### src/rtl/subleq_uart_tx.sv
`ifndef WORD_SIZE
`define WORD_SIZE 16
`endif

// Generic FIFO: registered pointers and count, head word read combinationally.
// Latency: a pushed word is visible at the head one cycle after the push edge.
// Backpressure: none internally; the owner must not push when full or pop when empty.
module sync_fifo #(
    parameter int W          = 16,
    parameter int DEPTH_LOG2 = 2
) (
    input  logic                  clk,
    input  logic                  rst_n,
    input  logic                  push_vld,
    input  logic [W-1:0]          push_dat,
    input  logic                  pop_vld,
    output logic [W-1:0]          head_dat,
    output logic [DEPTH_LOG2:0]   count
);
    logic [W-1:0]            mem [1 << DEPTH_LOG2];
    logic [DEPTH_LOG2-1:0]   wr_ptr;
    logic [DEPTH_LOG2-1:0]   rd_ptr;

    always_ff @(posedge clk) begin
        if (push_vld) begin
            mem[wr_ptr] <= push_dat;
        end
    end

    always_ff @(posedge clk or negedge rst_n) begin
        if (!rst_n) begin
            wr_ptr <= '0;
            rd_ptr <= '0;
            count  <= '0;
        end else begin
            if (push_vld) wr_ptr <= wr_ptr + DEPTH_LOG2'(1);
            if (pop_vld)  rd_ptr <= rd_ptr + DEPTH_LOG2'(1);
            count <= count + (DEPTH_LOG2+1)'(push_vld) - (DEPTH_LOG2+1)'(pop_vld);
        end
    end

    assign head_dat = mem[rd_ptr];
endmodule

// SUBLEQ output device: queues stored words and sends their low byte as 8N1 UART frames.
// Latency: out_ack one cycle after the accepting edge; tx start bit one cycle after that.
// Backpressure: a full FIFO withholds out_ack until a slot has been freed on an earlier edge.
module subleq_uart_tx #(
    parameter int CLKS_PER_BIT    = 16,
    parameter int FIFO_DEPTH_LOG2 = 2
) (
    input  logic                       clk,
    input  logic                       rst_n,
    input  logic                       out_req,
    input  logic [`WORD_SIZE-1:0]      io_out,
    output logic                       out_ack,
    output logic                       tx,
    output logic                       busy,
    output logic [FIFO_DEPTH_LOG2:0]   fifo_count
);
    localparam int CW = $clog2(CLKS_PER_BIT);
    localparam logic [FIFO_DEPTH_LOG2:0] DEPTH = (FIFO_DEPTH_LOG2+1)'(1 << FIFO_DEPTH_LOG2);
    localparam logic [CW-1:0] LAST_TICK = CW'(CLKS_PER_BIT - 1);

    localparam logic [1:0] IDLE  = 2'd0;
    localparam logic [1:0] START = 2'd1;
    localparam logic [1:0] DATA  = 2'd2;
    localparam logic [1:0] STOP  = 2'd3;

    logic                   armed;
    logic                   accept;
    logic                   pop_vld;
    logic [`WORD_SIZE-1:0]  head_dat;
    logic [1:0]             state;
    logic [CW-1:0]          clk_cnt;
    logic [2:0]             bit_cnt;
    logic [7:0]             shift;
    logic                   bit_end;
    logic                   unused_hi;

    // Full is judged on the pre-edge count, so a pop on the same edge does not admit a push.
    assign accept  = out_req & armed & (fifo_count != DEPTH);
    assign pop_vld = (state == IDLE) & (fifo_count != '0);
    assign bit_end = (clk_cnt == LAST_TICK);
    assign busy    = (state != IDLE) | (fifo_count != '0);
    assign unused_hi = ^head_dat[`WORD_SIZE-1:8];

    sync_fifo #(
        .W          (`WORD_SIZE),
        .DEPTH_LOG2 (FIFO_DEPTH_LOG2)
    ) u_fifo (
        .clk      (clk),
        .rst_n    (rst_n),
        .push_vld (accept),
        .push_dat (io_out),
        .pop_vld  (pop_vld),
        .head_dat (head_dat),
        .count    (fifo_count)
    );

    // armed drops on accept and returns only once the request is seen low.
    always_ff @(posedge clk or negedge rst_n) begin
        if (!rst_n) begin
            armed   <= 1'b1;
            out_ack <= 1'b0;
        end else begin
            out_ack <= accept;
            if (!out_req) begin
                armed <= 1'b1;
            end else if (accept) begin
                armed <= 1'b0;
            end
        end
    end

    always_ff @(posedge clk or negedge rst_n) begin
        if (!rst_n) begin
            state   <= IDLE;
            tx      <= 1'b1;
            clk_cnt <= '0;
            bit_cnt <= '0;
            shift   <= '0;
        end else begin
            case (state)
                IDLE: begin
                    if (pop_vld) begin
                        shift   <= head_dat[7:0];
                        clk_cnt <= '0;
                        bit_cnt <= '0;
                        tx      <= 1'b0;
                        state   <= START;
                    end
                end
                START: begin
                    if (bit_end) begin
                        clk_cnt <= '0;
                        tx      <= shift[0];
                        state   <= DATA;
                    end else begin
                        clk_cnt <= clk_cnt + CW'(1);
                    end
                end
                DATA: begin
                    if (bit_end) begin
                        clk_cnt <= '0;
                        if (bit_cnt == 3'd7) begin
                            tx    <= 1'b1;
                            state <= STOP;
                        end else begin
                            shift   <= {1'b0, shift[7:1]};
                            tx      <= shift[1];
                            bit_cnt <= bit_cnt + 3'd1;
                        end
                    end else begin
                        clk_cnt <= clk_cnt + CW'(1);
                    end
                end
                STOP: begin
                    if (bit_end) begin
                        clk_cnt <= '0;
                        state   <= IDLE;
                    end else begin
                        clk_cnt <= clk_cnt + CW'(1);
                    end
                end
                default: state <= IDLE;
            endcase
        end
    end
endmodule
### config.mk
export PLATFORM = sky130hd
export DESIGN_NAME = subleq_uart_tx
export DESIGN_NICKNAME = d
export VERILOG_FILES = /design/src/rtl/subleq_uart_tx.sv
export SDC_FILE = /design/constraint.sdc
export NUM_CORES = 1
export LEC_CHECK = 0
export BUFFER_PORTS_ARGS = -buffer_cell sky130_fd_sc_hd__buf_2
export CORE_ASPECT_RATIO = 1.4
export CORE_MARGIN = 3
export CORE_UTILIZATION = 40
export CTS_BUF_LIST = sky130_fd_sc_hd__clkbuf_8
export CTS_CLUSTER_DIAMETER = 30
export CTS_CLUSTER_SIZE = 8
export DETAILED_ROUTE_END_ITERATION = 16
export SLEW_MARGIN = 20
export SYNTH_ARGS = -nofsm -noshare
export SYNTH_HDL_FRONTEND = slang
export SYNTH_SLANG_ARGS = --single-unit
### constraint.sdc
create_clock -name clk -period 5 [get_ports clk]
set_input_delay 0.25 -clock clk [delete_from_list [all_inputs] [get_ports clk]]
set_output_delay 0.25 -clock clk [all_outputs]
set_load 0.05 [all_outputs]
* After elaboration in Yosys (flattened, before gate mapping)
Memories as Yosys holds them, arrays and structs flattened.
Index checks and enable logic that the tools add are counted.
W data, S select, Z words.
** Word-level totals
- Bits of input ports :: 19
- Latch bits :: 0
- Logic and storage cells :: 69
- RAM bits :: 64
- Flip-flop bits (word level) :: 27
- ROM bits :: 0
- Memories kept :: 1
- Output and inout bits :: 6
** Cells by class
- Shift operators :: 0
- Reductions and logical operators :: 9
- Divide/modulo/power cells :: 0
- Multiplexer cells :: 26
- Bitwise logic cells :: 4
- Add/subtract/negate cells :: 6
- Magnitude comparators :: 0
- $mul :: 0
- Eq/ne operators :: 13
** Memories
- u_fifo.mem :: depth 4, width 16, read ports 1, clocked after Yosys merged registers in 0, write ports 1, RTL line 20 : logic [W-1:0] mem [1 << DEPTH_LOG2];
** Operator list (number)
- $mux W8 :: 3
- $pmux W8 S2 :: 1
- $mux W2 :: 5
- $ne A2 B2 Y1 const B :: 5
- $mux W3 :: 3
- $mux W1 :: 8
- $mux W4 :: 2
- $pmux W2 S4 :: 1
- $pmux W4 S2 :: 1
- $reduce_and A4 Y1 :: 2
- $pmux W3 S2 :: 1
- $reduce_bool A3 Y1 :: 2
- $reduce_and A5 Y1 :: 1
- $add A2 B1 Y2 const B :: 2
- $add A4 B1 Y4 const B :: 1
- $eq A2 B2 Y1 const B :: 2
- $eq A4 B4 Y1 const B :: 1
- $ne A2 B1 Y1 const B :: 2
- $reduce_bool A2 Y1 :: 2
- $add A3 B1 Y3 :: 1
- $add A3 B1 Y3 const B :: 1
- $and A1 B1 Y1 :: 3
- $eq A3 B3 Y1 const B :: 1
- $ne A3 B3 Y1 const B :: 1
- other kinds (6) :: 6

* Depth between registers and ports, before layout
- Depth after elaboration :: 4
- Mapped depth :: 10
- Mapped depth without buffers :: 10

* By module
From an unflattened synthesis, not the netlist that was laid out.
** Second synthesis, totals
- Cell total of the unflattened synthesis :: 230
- Area, all modules :: 3863.7 µm²
** By module, submodules not included
- sync_fifo :: cells an instance 116, times used 1, area each 2727.6 µm², seq. area each 2097.0 µm²
- subleq_uart_tx :: cells an instance 114, times used 1, area each 1136.1 µm², seq. area each 503.0 µm²

* Least setup slack after synthesis
No wires, ideal clock.
- Path kind :: reg-to-reg
- From :: reg u_fifo.count[1]
- To :: reg u_fifo.count[2]
- Buffers on the path :: 0
- Arrival time :: 2188 ps
- Stages on the path, launching flop included :: 10
- Library setup time :: 143 ps
- Setup slack :: 2668 ps
- Clock period less this slack :: 2332 ps
- Required time :: 4857 ps
- Path through :: dfrtp_1 > nor3_1 > nor2b_1 > ha_1 > inv_1 > ha_1 > inv_1 > fa_1 > xnor2_1 > xnor2_1
** On the way
- Elaborated cells on any way between the ends :: 6
- Classes of those cells :: add/sub (2); eq/ne (1); bitwise (2); reduce/logical (1)
** RTL lines
- from (decl) :: RTL line 18 : output logic [DEPTH_LOG2:0] count
- from (signal assigned) :: RTL line 38 : count <= count + (DEPTH_LOG2+1)'(push_vld) - (DEPTH_LOG2+1)'(pop_vld);
- $reduce_bool A3 Y1 :: RTL line 83 : assign pop_vld = (state == IDLE) & (fifo_count != '0);
- $and A1 B1 Y1 :: RTL line 83
- named net pop_vld :: RTL line 72 : logic pop_vld;
- $sub A3 B1 Y3 :: RTL line 38
The timed path passes the listed nets, and every way through them passes these cells.
A chain may end at the register's enable or synchronous reset.

* Worst setup path in the final report
- From :: reg state[1]
- To :: reg u_fifo.count[2]
** On the way
- Cells in the longest elaborated chain, start to end :: 3
** RTL lines
- from (decl) :: RTL line 74 : logic [1:0] state;
- from (signal assigned) :: RTL line 118 : state <= IDLE;
- from (signal assigned) :: RTL line 131 : state <= START;
- from (signal assigned) :: RTL line 138 : state <= DATA;
- $logic_not A2 Y1 :: RTL line 83
- $and A1 B1 Y1 :: RTL line 83
- named net pop_vld :: RTL line 72
- $sub A3 B1 Y3 :: RTL line 38
The timed path passes the listed nets, and every way through them passes these cells.

==> metrics.txt <==
H-tree depth=3; Final min period=2530 ps; status=finished, final reports clean; instance count on the critical path=10; asr flop ratio synth=roughly 46%; Root Buffer Master=clkbuf_8; CP Cell Sequence=inv_1 > ha_1 > nor2b_1 > ha_1 > inv_1 > ha_1 > inv_1 > fa_1 > xnor2_1 > xnor2_1; Worst setup EP type=flip-flop; most frequent cells in the layout=32 x edfxtp_1, 25 x dfrtp_1, 17 x mux2_2; HPWL Detailed=around 3100 um; Final Total Pwr=0.00184 W; part of the power in registers=41.2%; CP peak stage delay=around 420 ps; Mapped Nets=201; critical path data arrival time=~2800 ps; core footprint=roughly 0.0063 mm2; Max-Cap Viols=0; dpl cells=251; Die Ht=~100 um; Worst Skew=7.67 ps; num ports=25; number of synthesized register bits=59; number of flops mapped to enable cells by yosys=32; initial DRC count=75; CTS clk-pin slew, worst paths=around 70 ps; Total GRT Usage=between 10% and 20%; die area=around 0.0075 mm2; worst slew pin tran=622 ps; slowest stage cell, crit path=dfrtp_1; total number of vias=between 1k and 1.5k; initial antenna violation count=0; WL per Instance=between 15 and 20 um; worst-skew pair later-pin latency=330 ps; synth top area cells=edfxtp_1 37%, dfrtp_1 24%, mux2_2 7.4%; fin nets=between 200 and 250; row count=34; drt pass-1 iters=4; CP top delay family=adder cells; CP max FO=9; Min-Delay Path Class=in -> reg; fillers=between 500 and 600; CTS tree=built; vias in the first global route=around 1.5k; Gate power share=between 30% and 40%; largest net degree at the start of global routing=28; ratio of cells with drive above 1 in the final layout=between 20% and 30%; crit share post-route=50.5%; Seq/Total Area, Yosys=between 60 and 70%; Slew Viols, Final=0; setup violators final=0; grt ovf=0; Die Width=about 74 um; setup tns final=0 ps; Peak Freq=about 400 MHz; CTS Buffer Depth=2; RePlAce Congestion=approximately 0.67; CP Buf/Inv Count=3; top_reg_cell synth=edfxtp_1; Syn Area/Cell=~15 um2; Critical Path RT=about 5300 ps; total wire length=around 4100 um; Yosys top cell area share=between 30% and 40%; Power Density=between 600 and 700 mW/mm2; Synthesis Warnings=0; Internal Power=0.00123 W; mapped cell area=about 0.0026 mm2; Gate Count Post-Synth=around 170; fin cells=approximately 270; clock sink total=59; Clk pwr share=26.0%; RSZ-0062 raised after global routing=no; worst hold stages=2; switching share of power=about 33%; Final ANT Viol Nets=0; worst vdd ir=about 0.34 mV; ant diodes=0; CTS buffer count=9; PortBufs=16; Fin. Hold Viols=0; Initial Util=41.5%; Via-to-Cell Ratio=5.14; Synth cell types=32; P&R area growth vs syn=14.2%; Setup CP Type=reg -> reg; commonest non-fill, non-tap cell in the layout=edfxtp_1; leakage dissipation=~1.2 nW; CP Launch Type=flip-flop; global-route wire length before repair=just over 7000 um; Rel. slew slack=between 50% and 60%; worst r2r path cells=10; DRC viols=0; Yosys top cell by area=edfxtp_1; P_sw=slightly above 0.0006 W
per-layer routing:
| metal | GRT usage (%) | wire [um] |
|---|---|---|
| met5 | 0 | 0 |
| met4 | 7.95 | 133 |
| met3 | 3.48 | 123 |
| met2 | 21.7 | 2330 |
| met1 | 14.4 | 1550 |
cell type report:
class / instances / area [um2] / share of cell area (%)
Sequential cell: 59 / 1640 / 55.4
Tap cell: 72 / 90.1 / 3.04
Clock inverter: 7 / 103 / 3.47
Clock buffer: 9 / 124 / 4.18
Multi-Input combinational cell: 94 / 877 / 29.6
Timing Repair Buffer: 17 / 90.1 / 3.04
Inverter: 10 / 37.5 / 1.27
cell usage after synthesis (2+ instances only):
cell type,instances
a21o_1,2
a21oi_1,3
a22o_1,2
and2_1,5
buf_6,2
dfrtp_1,25
dfstp_2,2
edfxtp_1,32
ha_1,13
inv_1,10
mux2_2,17
mux4_2,7
nand2_1,12
nand3_1,2
nor2_1,6
nor2b_1,3
o21ai_0,5
o31ai_1,2
xnor2_1,5
state kept, by name, summed over array words and instances, names as in the netlist:
name           flops
armed              1
bit_cnt            3
clk_cnt            4
out_ack            1
shift              8
state              2
tx                 1
u_fifo.count       3
u_fifo.mem        32
u_fifo.rd_ptr      2
u_fifo.wr_ptr      2
per-stage QoR:
step | util [%] | hold WS (ps) | area [um2] | setup slack [ps]
after floorplan | - | -45.6 | 2590 | 2670
after global placement | 43.6 | 286 | 2720 | 2610
after detailed placement | 43.6 | 310 | 2720 | 2500
after CTS | 47.3 | 37.9 | 2960 | 2470
after global routing | 47.3 | 47.6 | 2960 | 2320
final | 47.3 | 54.2 | 2960 | 2470
logic make-up (layout without fill, tap and decap cells):
group | count (synthesis) | after routing | share of synthesized area [%]
flip-flops | 59 | 59 | 63.2
AND/OR/NAND/NOR | 32 | 32 | 5.89
multiplexers | 26 | 26 | 14.9
AO/OA/AOI/OAI | 16 | 16 | 4.01
buffers and inverters | 15 | 43 | 2.94
adder cells (fa/ha/maj) | 14 | 14 | 7.05
XOR/XNOR | 6 | 6 | 2.03
path summary, 6_finish.rpt:
check,endpoint,startpoint,slack (ps)
max in group asynchronous,u_fifo.wr_ptr[1]$_DFFE_PN0P_,rst_n,4130
setup reg to reg,u_fifo.count[2]$_DFF_PN0_,state[1]$_DFFE_PN0P_,2470
hold reg to reg,tx$_DFFE_PN1P_,tx$_DFFE_PN1P_,500
setup / recovery,u_fifo.count[2]$_DFF_PN0_,state[1]$_DFFE_PN0P_,2470
hold / removal,armed$_DFFE_PN1P_,out_req,50
min in group asynchronous,state[0]$_DFFE_PN0P_,rst_n,470
what timing repair did:
action,4_1_cts,5_1_grt
endpoints found under the hold margin,25,0
hold buffers,1,0
gates resized for setup,0,0
buffers inserted,0,0
worst register-to-register path, cell delays in order, from the launching register on:
cell and delay, ps:
dfrtp_1 420, inv_1 110, ha_1 330, nor2b_1 330, ha_1 290, inv_1 60, ha_1 130, inv_1 50
fa_1 370, xnor2_1 210, xnor2_1 150
power by group through the flow:
stage,sequential (W),clock (W),combinational (W)
3_5_place_dp,0.000775,0,0.000616
5_1_grt,0.000780,0.000514,0.000674
2_1_floorplan,0.000769,0,0.000492
3_3_place_gp,0.000758,0,0.000571
6_report,0.000758,0.000478,0.000604
4_1_cts,0.000765,0.000492,0.000618
(Power assumes the default switching activity.)
